**src/rtl/seq_detect_ctrl.sv**
```systemverilog
// Serial pattern detector. Holds the pattern configuration, runs a sliding
// window over qualified input bits, counts matches and halts on a threshold.
module seq_detect_ctrl #(
  parameter  int MAX_LEN = 8,
  parameter  int CNT_W   = 8,
  localparam int LW      = $clog2(MAX_LEN + 1)
) (
  input  logic               clk,
  input  logic               reset,
  input  logic               cfg_wr,
  input  logic [MAX_LEN-1:0] cfg_pattern,
  input  logic [LW-1:0]      cfg_len,
  input  logic               cfg_overlap,
  input  logic [CNT_W-1:0]   cfg_threshold,
  input  logic               start,
  input  logic               stop,
  input  logic               clr,
  input  logic               din_valid,
  input  logic               din,
  input  logic               irq_ack,
  output logic               busy,
  output logic               match,
  output logic [CNT_W-1:0]   match_count,
  output logic               irq
);

  typedef enum logic [1:0] {IDLE, ARMED, HALT} state_t;

  localparam logic [MAX_LEN-1:0] PAT_RST = MAX_LEN'(4'b1010);
  localparam logic [LW-1:0]      LEN_RST = LW'((MAX_LEN < 4) ? MAX_LEN : 4);
  localparam logic [LW-1:0]      LEN_MAX = LW'(MAX_LEN);

  state_t             state_q, state_d;
  logic [MAX_LEN-1:0] pattern_q, pattern_d;
  logic [LW-1:0]      len_q, len_d;
  logic               overlap_q, overlap_d;
  logic [CNT_W-1:0]   thr_q, thr_d;
  logic [MAX_LEN-1:0] win_q, win_d;
  logic [LW-1:0]      fill_q, fill_d;
  logic               match_q, match_d;
  logic [CNT_W-1:0]   cnt_q, cnt_d;
  logic               irq_q, irq_d;

  logic [MAX_LEN-1:0] win_nx;
  logic [LW-1:0]      fill_nx;
  logic [CNT_W-1:0]   cnt_inc;
  logic               hit;

  always_comb begin
    win_nx  = {win_q[MAX_LEN-2:0], din};
    fill_nx = (fill_q == LEN_MAX) ? fill_q : fill_q + 1'b1;
    cnt_inc = (cnt_q == '1) ? cnt_q : cnt_q + 1'b1;
    hit     = (len_q != '0) && (fill_nx >= len_q);
    for (int i = 0; i < MAX_LEN; i++)
      if (i < int'(len_q) && win_nx[i] != pattern_q[i]) hit = 1'b0;
  end

  always_comb begin
    state_d   = state_q;
    pattern_d = pattern_q;
    len_d     = len_q;
    overlap_d = overlap_q;
    thr_d     = thr_q;
    win_d     = win_q;
    fill_d    = fill_q;
    match_d   = 1'b0;
    cnt_d     = cnt_q;
    irq_d     = irq_q & ~irq_ack;

    if (cfg_wr && state_q == IDLE) begin
      pattern_d = cfg_pattern;
      len_d     = (int'(cfg_len) > MAX_LEN) ? LEN_MAX : cfg_len;
      overlap_d = cfg_overlap;
      thr_d     = cfg_threshold;
    end

    if (stop) begin
      state_d = IDLE;
    end else if (clr) begin
      win_d  = '0;
      fill_d = '0;
      cnt_d  = '0;
      irq_d  = 1'b0;
      if (state_q == HALT) state_d = IDLE;
    end else if (start && state_q != ARMED) begin
      state_d = ARMED;
      win_d   = '0;
      fill_d  = '0;
    end else if (state_q == ARMED && din_valid) begin
      win_d  = win_nx;
      fill_d = fill_nx;
      if (hit) begin
        match_d = 1'b1;
        cnt_d   = cnt_inc;
        if (!overlap_q) fill_d = '0;
        // Fire only when the count actually steps onto the threshold, so a
        // restart from HALT (or a saturated counter) never re-triggers.
        if (thr_q != '0 && cnt_inc == thr_q && cnt_q != thr_q) begin
          irq_d   = 1'b1;
          state_d = HALT;
        end
      end
    end
  end

  always_ff @(posedge clk or posedge reset) begin
    if (reset) begin
      state_q   <= IDLE;
      pattern_q <= PAT_RST;
      len_q     <= LEN_RST;
      overlap_q <= 1'b1;
      thr_q     <= '0;
      win_q     <= '0;
      fill_q    <= '0;
      match_q   <= 1'b0;
      cnt_q     <= '0;
      irq_q     <= 1'b0;
    end else begin
      state_q   <= state_d;
      pattern_q <= pattern_d;
      len_q     <= len_d;
      overlap_q <= overlap_d;
      thr_q     <= thr_d;
      win_q     <= win_d;
      fill_q    <= fill_d;
      match_q   <= match_d;
      cnt_q     <= cnt_d;
      irq_q     <= irq_d;
    end
  end

  assign busy        = (state_q == ARMED);
  assign match       = match_q;
  assign match_count = cnt_q;
  assign irq         = irq_q;

endmodule
```
**config.mk**
```make
export PLATFORM = sky130hd
export DESIGN_NAME = seq_detect_ctrl
export DESIGN_NICKNAME = d
export VERILOG_FILES = /design/src/rtl/seq_detect_ctrl.sv
export SDC_FILE = /design/constraint.sdc
export NUM_CORES = 1
export LEC_CHECK = 0
export BUFFER_PORTS_ARGS = -buffer_cell sky130_fd_sc_hd__buf_4
export CAP_MARGIN = 30
export CORE_MARGIN = 2
export CORE_UTILIZATION = 40
export CTS_CLUSTER_SIZE = 10
export DETAILED_ROUTE_END_ITERATION = 8
export GPL_ROUTABILITY_DRIVEN = 0
export PLACE_DENSITY = 0.61
export SETUP_SLACK_MARGIN = 0.02
export SYNTH_ARGS = -nofsm -noshare
export SYNTH_HDL_FRONTEND = slang
export SYNTH_SLANG_ARGS = --single-unit
```
**constraint.sdc**
```tcl
create_clock -name clk -period 4.8 [get_ports clk]
set_input_delay 0.48 -clock clk [delete_from_list [all_inputs] [get_ports clk]]
set_output_delay 0.48 -clock clk [all_outputs]
set_load 0.01 [all_outputs]
```
== After elaboration in Yosys (flattened, before gate mapping) ==
Cells that the tools add are included.
Word-level totals
  output and inout bits: 11
  bits in registers: 44
Cells by class
  reductions and logical operators: 26
  order comparisons: 10
  bitwise logic cells: 3
  add/subtract/negate cells: 2
  equality and inequality tests: 17
  mux-type cells: 41
Operators with widths (count)
  $mux W8: 5
  $mux W4: 7
  $mux W7: 3
  $mux W1: 19
  $lt A3 B4 Y1 const A: 4
  $reduce_bool A4 Y1: 4
  $logic_and A1 B1 Y1: 14
  $mux W2: 7
  $add A8 B1 Y8 const B: 1
  $eq A8 B8 Y1: 1
  $eq A8 B8 Y1 const B: 1
  $lt A1 B4 Y1 const A: 2
  $lt A2 B4 Y1 const A: 2
  $ne A1 B1 Y1: 8
  $ne A8 B8 Y1: 1
  $reduce_and A4 Y1: 2
  $reduce_bool A8 Y1: 1
  $add A4 B1 Y4 const B: 1
  $eq A4 B4 Y1 const B: 1
  $ge A4 B4 Y1: 1
  $gt A4 B4 Y1 const B: 1
  $reduce_bool A2 Y1: 2
  $ne A3 B2 Y1 const B: 1
  $reduce_bool A3 Y1: 1
  8 further kinds: 9

== Longest topological paths before layout ==
  depth after elaboration: 17
  depth in mapped cells: 14
  depth with buffers taken out: 13

== Least setup slack after synthesis ==
Ideal clock, no wire load.
  path type: register -> register
  from: register fill_q[0]
  to: register cnt_q[5] (netlist: match_count[5])
  slack: 2.057 ns
  buffers on the path: 1
  cell stages (with the launch flop): 14
  arrival time: 2.617 ns
  required time: 4.674 ns
  cell sequence: dfrtp_1 > inv_1 > ha_1 > nand2_1 > nor2_1 > xnor2_1 > ha_1 > nand2b_1 > a2111oi_1 > nor4_4 > nand4_1 > inv_2 > buf_4 > a221o_1
Between the ends
  cells in the longest elaborated chain, start to end: 14
  elaborated cells between the ends (all ways): 15
  classes of those cells: add/sub (1); order compare (1); eq/ne (1); mux (9); reduce/logical (3)
RTL lines
  start, declared: RTL line 39  | logic [LW-1:0] fill_q, fill_d;
  start signal, assigned: RTL line 125  | fill_q <= fill_d;
  $add A4 B1 Y4 or $eq A4 B4 Y1 (tied branches): RTL line 51  | fill_nx = (fill_q == LEN_MAX) ? fill_q : fill_q + 1'b1;
  $mux W4 *: RTL line 51
  $ge A4 B4 Y1 *: RTL line 53  | hit = (len_q != '0) && (fill_nx >= len_q);
  $logic_and A1 B1 Y1 *: RTL line 53
  $mux W1 * (8 in series): RTL line 55  | if (i < int'(len_q) && win_nx[i] != pattern_q[i]) hit = 1'b0;
  $reduce_bool A2 Y1 (no source line) *
  $reduce_and A4 Y1 (no source line) *
  end signal, assigned: RTL line 127  | cnt_q <= cnt_d;
  end, declared: RTL line 41  | logic [CNT_W-1:0] cnt_q, cnt_d;
Mark *: on every way between the ends. The rest lies on a longest branch, timed or not.
A chain may end at the register's enable or synchronous reset.

== Worst setup path in the final report ==
  from: register fill_q[0]
  to: register cnt_q[4] (netlist: match_count[4])
The elaborated chain is that of the path after synthesis.

==> impl_metrics.prom <==
# TYPE chip_impl_metric gauge
chip_impl_metric{name="die_w",unit="um"} 85.6
chip_impl_metric{name="power.switching",unit="mW"} 0.230
chip_impl_metric{name="syn-num-nets",unit=""} 293
chip_impl_metric{name="cp_data_arrival_time",unit="ns"} 3.12
chip_impl_info{name="synth_ff_type",value="sky130_fd_sc_hd__dfrtp_1"} 1
chip_impl_metric{name="fp-row-count",unit=""} 29
chip_impl_metric{name="ant_nets",unit=""} 0
chip_impl_metric{name="grtUsageTotal",unit=""} 0.170
chip_impl_metric{name="drive_gt1_frac",unit=""} 0.294
chip_impl_metric{name="power.sequential.fraction",unit=""} 0.489
chip_impl_metric{name="grt_max_degree",unit=""} 45
chip_impl_metric{name="via_count",unit=""} 2100
chip_impl_info{name="worstSetupStartpointType",value="register"} 1
chip_impl_metric{name="dieArea",unit="um2"} 7320
chip_impl_metric{name="ys_seq_area_frac",unit=""} 0.416
chip_impl_metric{name="synth_enable_flop_cells",unit=""} 0
chip_impl_metric{name="p_sw_frac",unit=""} 0.263
chip_impl_metric{name="grt_remaining_overflow",unit=""} 0
chip_impl_metric{name="wl_per_cell",unit="um"} 15.4
chip_impl_metric{name="worst-slew-pin-transition",unit="ns"} 0.633
chip_impl_info{name="ys_top_cells_by_area",value="sky130_fd_sc_hd__dfrtp_1 38%, sky130_fd_sc_hd__mux2_2 6.8%, sky130_fd_sc_hd__xnor2_1 4.6%"} 1
chip_impl_info{name="worst_r2r_start",value="fill_q[0]"} 1
chip_impl_metric{name="place.port_buffers",unit=""} 40
chip_impl_metric{name="post-route-period-util",unit=""} 0.615
chip_impl_info{name="layout.cells.most_common",value="sky130_fd_sc_hd__buf_4"} 1
chip_impl_info{name="grt_busiest_layer",value="met1"} 1
chip_impl_info{name="outcome",value="completed"} 1
chip_impl_metric{name="synthCells",unit=""} 256
chip_impl_metric{name="total_leakage_power",unit="nW"} 1.34
chip_impl_metric{name="clockPowerShare",unit=""} 0.345
chip_impl_metric{name="cp_data_required_time",unit="ns"} 4.97
chip_impl_metric{name="netlist_cell_types",unit=""} 63
chip_impl_info{name="synthDominantAreaCellType",value="sky130_fd_sc_hd__dfrtp_1"} 1
chip_impl_metric{name="setup_tns",unit="ns"} 0
chip_impl_info{name="cts_tree",value="built"} 1
chip_impl_metric{name="clock_tree.htree_level_count",unit=""} 2
chip_impl_metric{name="fillCellCount",unit=""} 601
chip_impl_metric{name="drc_errors",unit=""} 0
chip_impl_metric{name="grt_util_met3",unit=""} 0.0298
chip_impl_metric{name="post_cts_hold_buffer_count",unit=""} 0
chip_impl_metric{name="ir_worst_vdd",unit="mV"} 0.173
chip_impl_metric{name="global_route_wire_length_before_repair",unit="um"} 9890
chip_impl_metric{name="hold_viol",unit=""} 0
chip_impl_metric{name="floorplan.initialDensity",unit=""} 0.417
chip_impl_metric{name="groute.layer.met2.usage",unit=""} 0.253
chip_impl_metric{name="cts-root-to-sink-buffers",unit=""} 2
chip_impl_metric{name="placed_cells_incl_taps",unit=""} 365
chip_impl_info{name="min_path_type",value="input port to async pin"} 1
chip_impl_info{name="clock-root-buffer",value="sky130_fd_sc_hd__clkbuf_8"} 1
chip_impl_info{name="grt_setup_unrepaired",value="false"} 1
chip_impl_metric{name="synth_top_area_share",unit=""} 0.376
chip_impl_metric{name="core",unit="um2"} 6390
chip_impl_metric{name="powerDensity",unit="nW/um2"} 280
chip_impl_info{name="mostFrequentLayoutCells",value="42 x sky130_fd_sc_hd__buf_4, 40 x sky130_fd_sc_hd__dfrtp_1, 18 x sky130_fd_sc_hd__nand2_1, 18 x sky130_fd_sc_hd__nor2_1, 16 x sky130_fd_sc_hd__mux2_2"} 1
chip_impl_metric{name="final_cells",unit=""} 373
chip_impl_metric{name="power.internal",unit="mW"} 0.644
chip_impl_metric{name="io_pins",unit=""} 41
chip_impl_metric{name="ff_latch_area",unit="um2"} 1110
chip_impl_metric{name="synth.avg_cell_area",unit="um2"} 10.4
chip_impl_metric{name="detailedRoute.firstPassIterationCount",unit=""} 4
chip_impl_metric{name="synthesis.yosys.warnings",unit=""} 0
chip_impl_metric{name="grt_pass1_vias",unit=""} 2025
chip_impl_metric{name="globalRouteMet1Util",unit=""} 0.258
chip_impl_metric{name="cap_viol_max_count",unit=""} 0
chip_impl_metric{name="area.growth.synth_to_final",unit="%"} 17.2
chip_impl_metric{name="timing.final.max_slew_violations",unit=""} 0
chip_impl_metric{name="number_of_buffers_added_by_the_clock_tree_synthesis_step",unit=""} 5
chip_impl_metric{name="nNetsFinal",unit=""} 332
chip_impl_metric{name="route.final.wire_length",unit="um"} 5730
chip_impl_info{name="crit_startpoint",value="fill_q[0]"} 1
chip_impl_info{name="critPathCaptureType",value="register"} 1
chip_impl_metric{name="p_comb_frac",unit=""} 0.167
chip_impl_metric{name="post_cts_buffers",unit=""} 0
chip_impl_metric{name="final-setup-viol-count",unit=""} 0
chip_impl_metric{name="fmax",unit="MHz"} 339
chip_impl_metric{name="layout_min_cycle_time",unit="ns"} 2.95
chip_impl_metric{name="routed_via_count_divided_by_cell_count",unit=""} 5.63
chip_impl_metric{name="antenna_found_initial",unit=""} 0
chip_impl_metric{name="multiInputGateArea",unit="um2"} 1430
chip_impl_metric{name="worst_clock_skew",unit="ns"} 0.00926
chip_impl_metric{name="clkLatencyLatePin",unit="ns"} 0.30
chip_impl_metric{name="drt_first_iter_violations",unit=""} 187
chip_impl_metric{name="synth_async_sr_flop_share",unit=""} 1.00
chip_impl_metric{name="yosys_register_bits",unit=""} 44
chip_impl_metric{name="post_cts_resize_count",unit=""} 0
chip_impl_metric{name="clkSinkCount",unit=""} 44
chip_impl_metric{name="antenna_cells_inserted",unit=""} 0
chip_impl_metric{name="syn-cell-area",unit="um2"} 2660
chip_impl_metric{name="cts.clk_slew.worst_paths",unit="ns"} 0.09
chip_impl_metric{name="post-dp-hpwl",unit="um"} 4250
chip_impl_metric{name="maximum_fanout_along_the_worst_path",unit=""} 11
chip_impl_metric{name="die_height",unit="um"} 85.6
chip_impl_metric{name="max_slew_headroom",unit=""} 0.576
chip_impl_info{name="timing_worst_setup_path_type",value="register to register"} 1
-- state kept, by name, summed over array words and instances (netlist names) --
register / count
win_q: 7
match_count: 8
thr_q: 8
fill_q: 4
overlap_q: 1
irq: 1
state_q: 2
match: 1
len_q: 4
pattern_q: 8
-- layout make-up --
cell class | instances | share of cell area
Multi-Input combinational cell | 190 | 0.460
Clock buffer | 6 | 0.0265
Inverter | 12 | 0.0144
Tap cell | 77 | 0.0309
Timing Repair Buffer | 42 | 0.101
Clock inverter | 2 | 0.0124
Sequential cell | 44 | 0.355
-- routing by layer --
| layer | up-vias | share of wire |
|---|---|---|
| met4 | 0 | 0.011 |
| met5 | - | 0 |
| met1 | 1037 | 0.50 |
| li1 | 1004 | - |
| met3 | 5 | 0.047 |
| met2 | 54 | 0.44 |
-- power by group through the flow --
stage / registers, mW / clock network, mW / logic (mW)
after floorplan: 0.426 / 0 / 0.104
after global placement: 0.433 / 0 / 0.144
after detailed placement: 0.435 / 0 / 0.146
after CTS: 0.427 / 0.308 / 0.148
after global routing: 0.432 / 0.324 / 0.162
final: 0.427 / 0.301 / 0.146
-- synth_stat cells (4+ instances only) --
cell type,instances
sky130_fd_sc_hd__o21ai_0,12
sky130_fd_sc_hd__a31oi_1,6
sky130_fd_sc_hd__clkbuf_1,4
sky130_fd_sc_hd__inv_1,11
sky130_fd_sc_hd__xor2_1,7
sky130_fd_sc_hd__nor2_1,18
sky130_fd_sc_hd__a22o_1,10
sky130_fd_sc_hd__nand2_1,18
sky130_fd_sc_hd__mux2_2,16
sky130_fd_sc_hd__nand3b_1,4
sky130_fd_sc_hd__ha_1,7
sky130_fd_sc_hd__xnor2_1,14
sky130_fd_sc_hd__o21ai_1,6
sky130_fd_sc_hd__dfstp_2,4
sky130_fd_sc_hd__dfrtp_1,40
sky130_fd_sc_hd__nand3_1,6
sky130_fd_sc_hd__a21oi_1,13
sky130_fd_sc_hd__nand2b_1,4
-- worst max-delay path, stage by stage (launching register included) --
cell	delay (ns)
sky130_fd_sc_hd__dfrtp_1	0.42
sky130_fd_sc_hd__inv_1	0.11
sky130_fd_sc_hd__ha_1	0.16
sky130_fd_sc_hd__nand2_1	0.06
sky130_fd_sc_hd__nor2_1	0.13
sky130_fd_sc_hd__xnor2_1	0.16
sky130_fd_sc_hd__ha_1	0.26
sky130_fd_sc_hd__nand2b_1	0.15
sky130_fd_sc_hd__a2111oi_1	0.61
sky130_fd_sc_hd__nor4_4	0.12
sky130_fd_sc_hd__nand4_1	0.22
sky130_fd_sc_hd__inv_2	0.13
sky130_fd_sc_hd__a41oi_1	0.23
sky130_fd_sc_hd__a21oi_1	0.06
-- worst paths after layout --
kind                            cells after the start  slack (ns)              to
worst max-delay path                               13        1.85  match_count[4]
worst min-delay path                                3        0.31    pattern_q[2]
worst max register to register                     13        1.85  match_count[4]
worst min register to register                      1        0.53        win_q[6]
max in group asynchronous                           3        4.11        thr_q[1]
min in group clk                                    3        0.40        len_q[3]
-- kinds of logic after synthesis --
logic type | share of synthesized area
buffers and inverters | 0.0475
flip-flops | 0.416
AND/OR/NAND/NOR | 0.182
AO/OA/AOI/OAI | 0.182
adder cells (fa/ha/maj) | 0.0329
XOR/XNOR | 0.0691
multiplexers | 0.0715
-- stage by stage --
stage | area, um2 | hold slack [ns] | utilization | power [mW] | setup WS [ns]
6_report | 3120 | 0.314 | 0.488 | 0.874 | 1.85
3_3_place_gp | 3000 | 0.508 | 0.469 | 0.578 | 2.03
3_5_place_dp | 3000 | 0.509 | 0.469 | 0.581 | 1.88
5_1_grt | 3120 | 0.348 | 0.488 | 0.918 | 1.58
4_1_cts | 3120 | 0.332 | 0.488 | 0.883 | 1.83
2_1_floorplan | 2660 | 0.487 | - | 0.530 | 2.06
No activity file was read; power rests on OpenSTA's default activity.
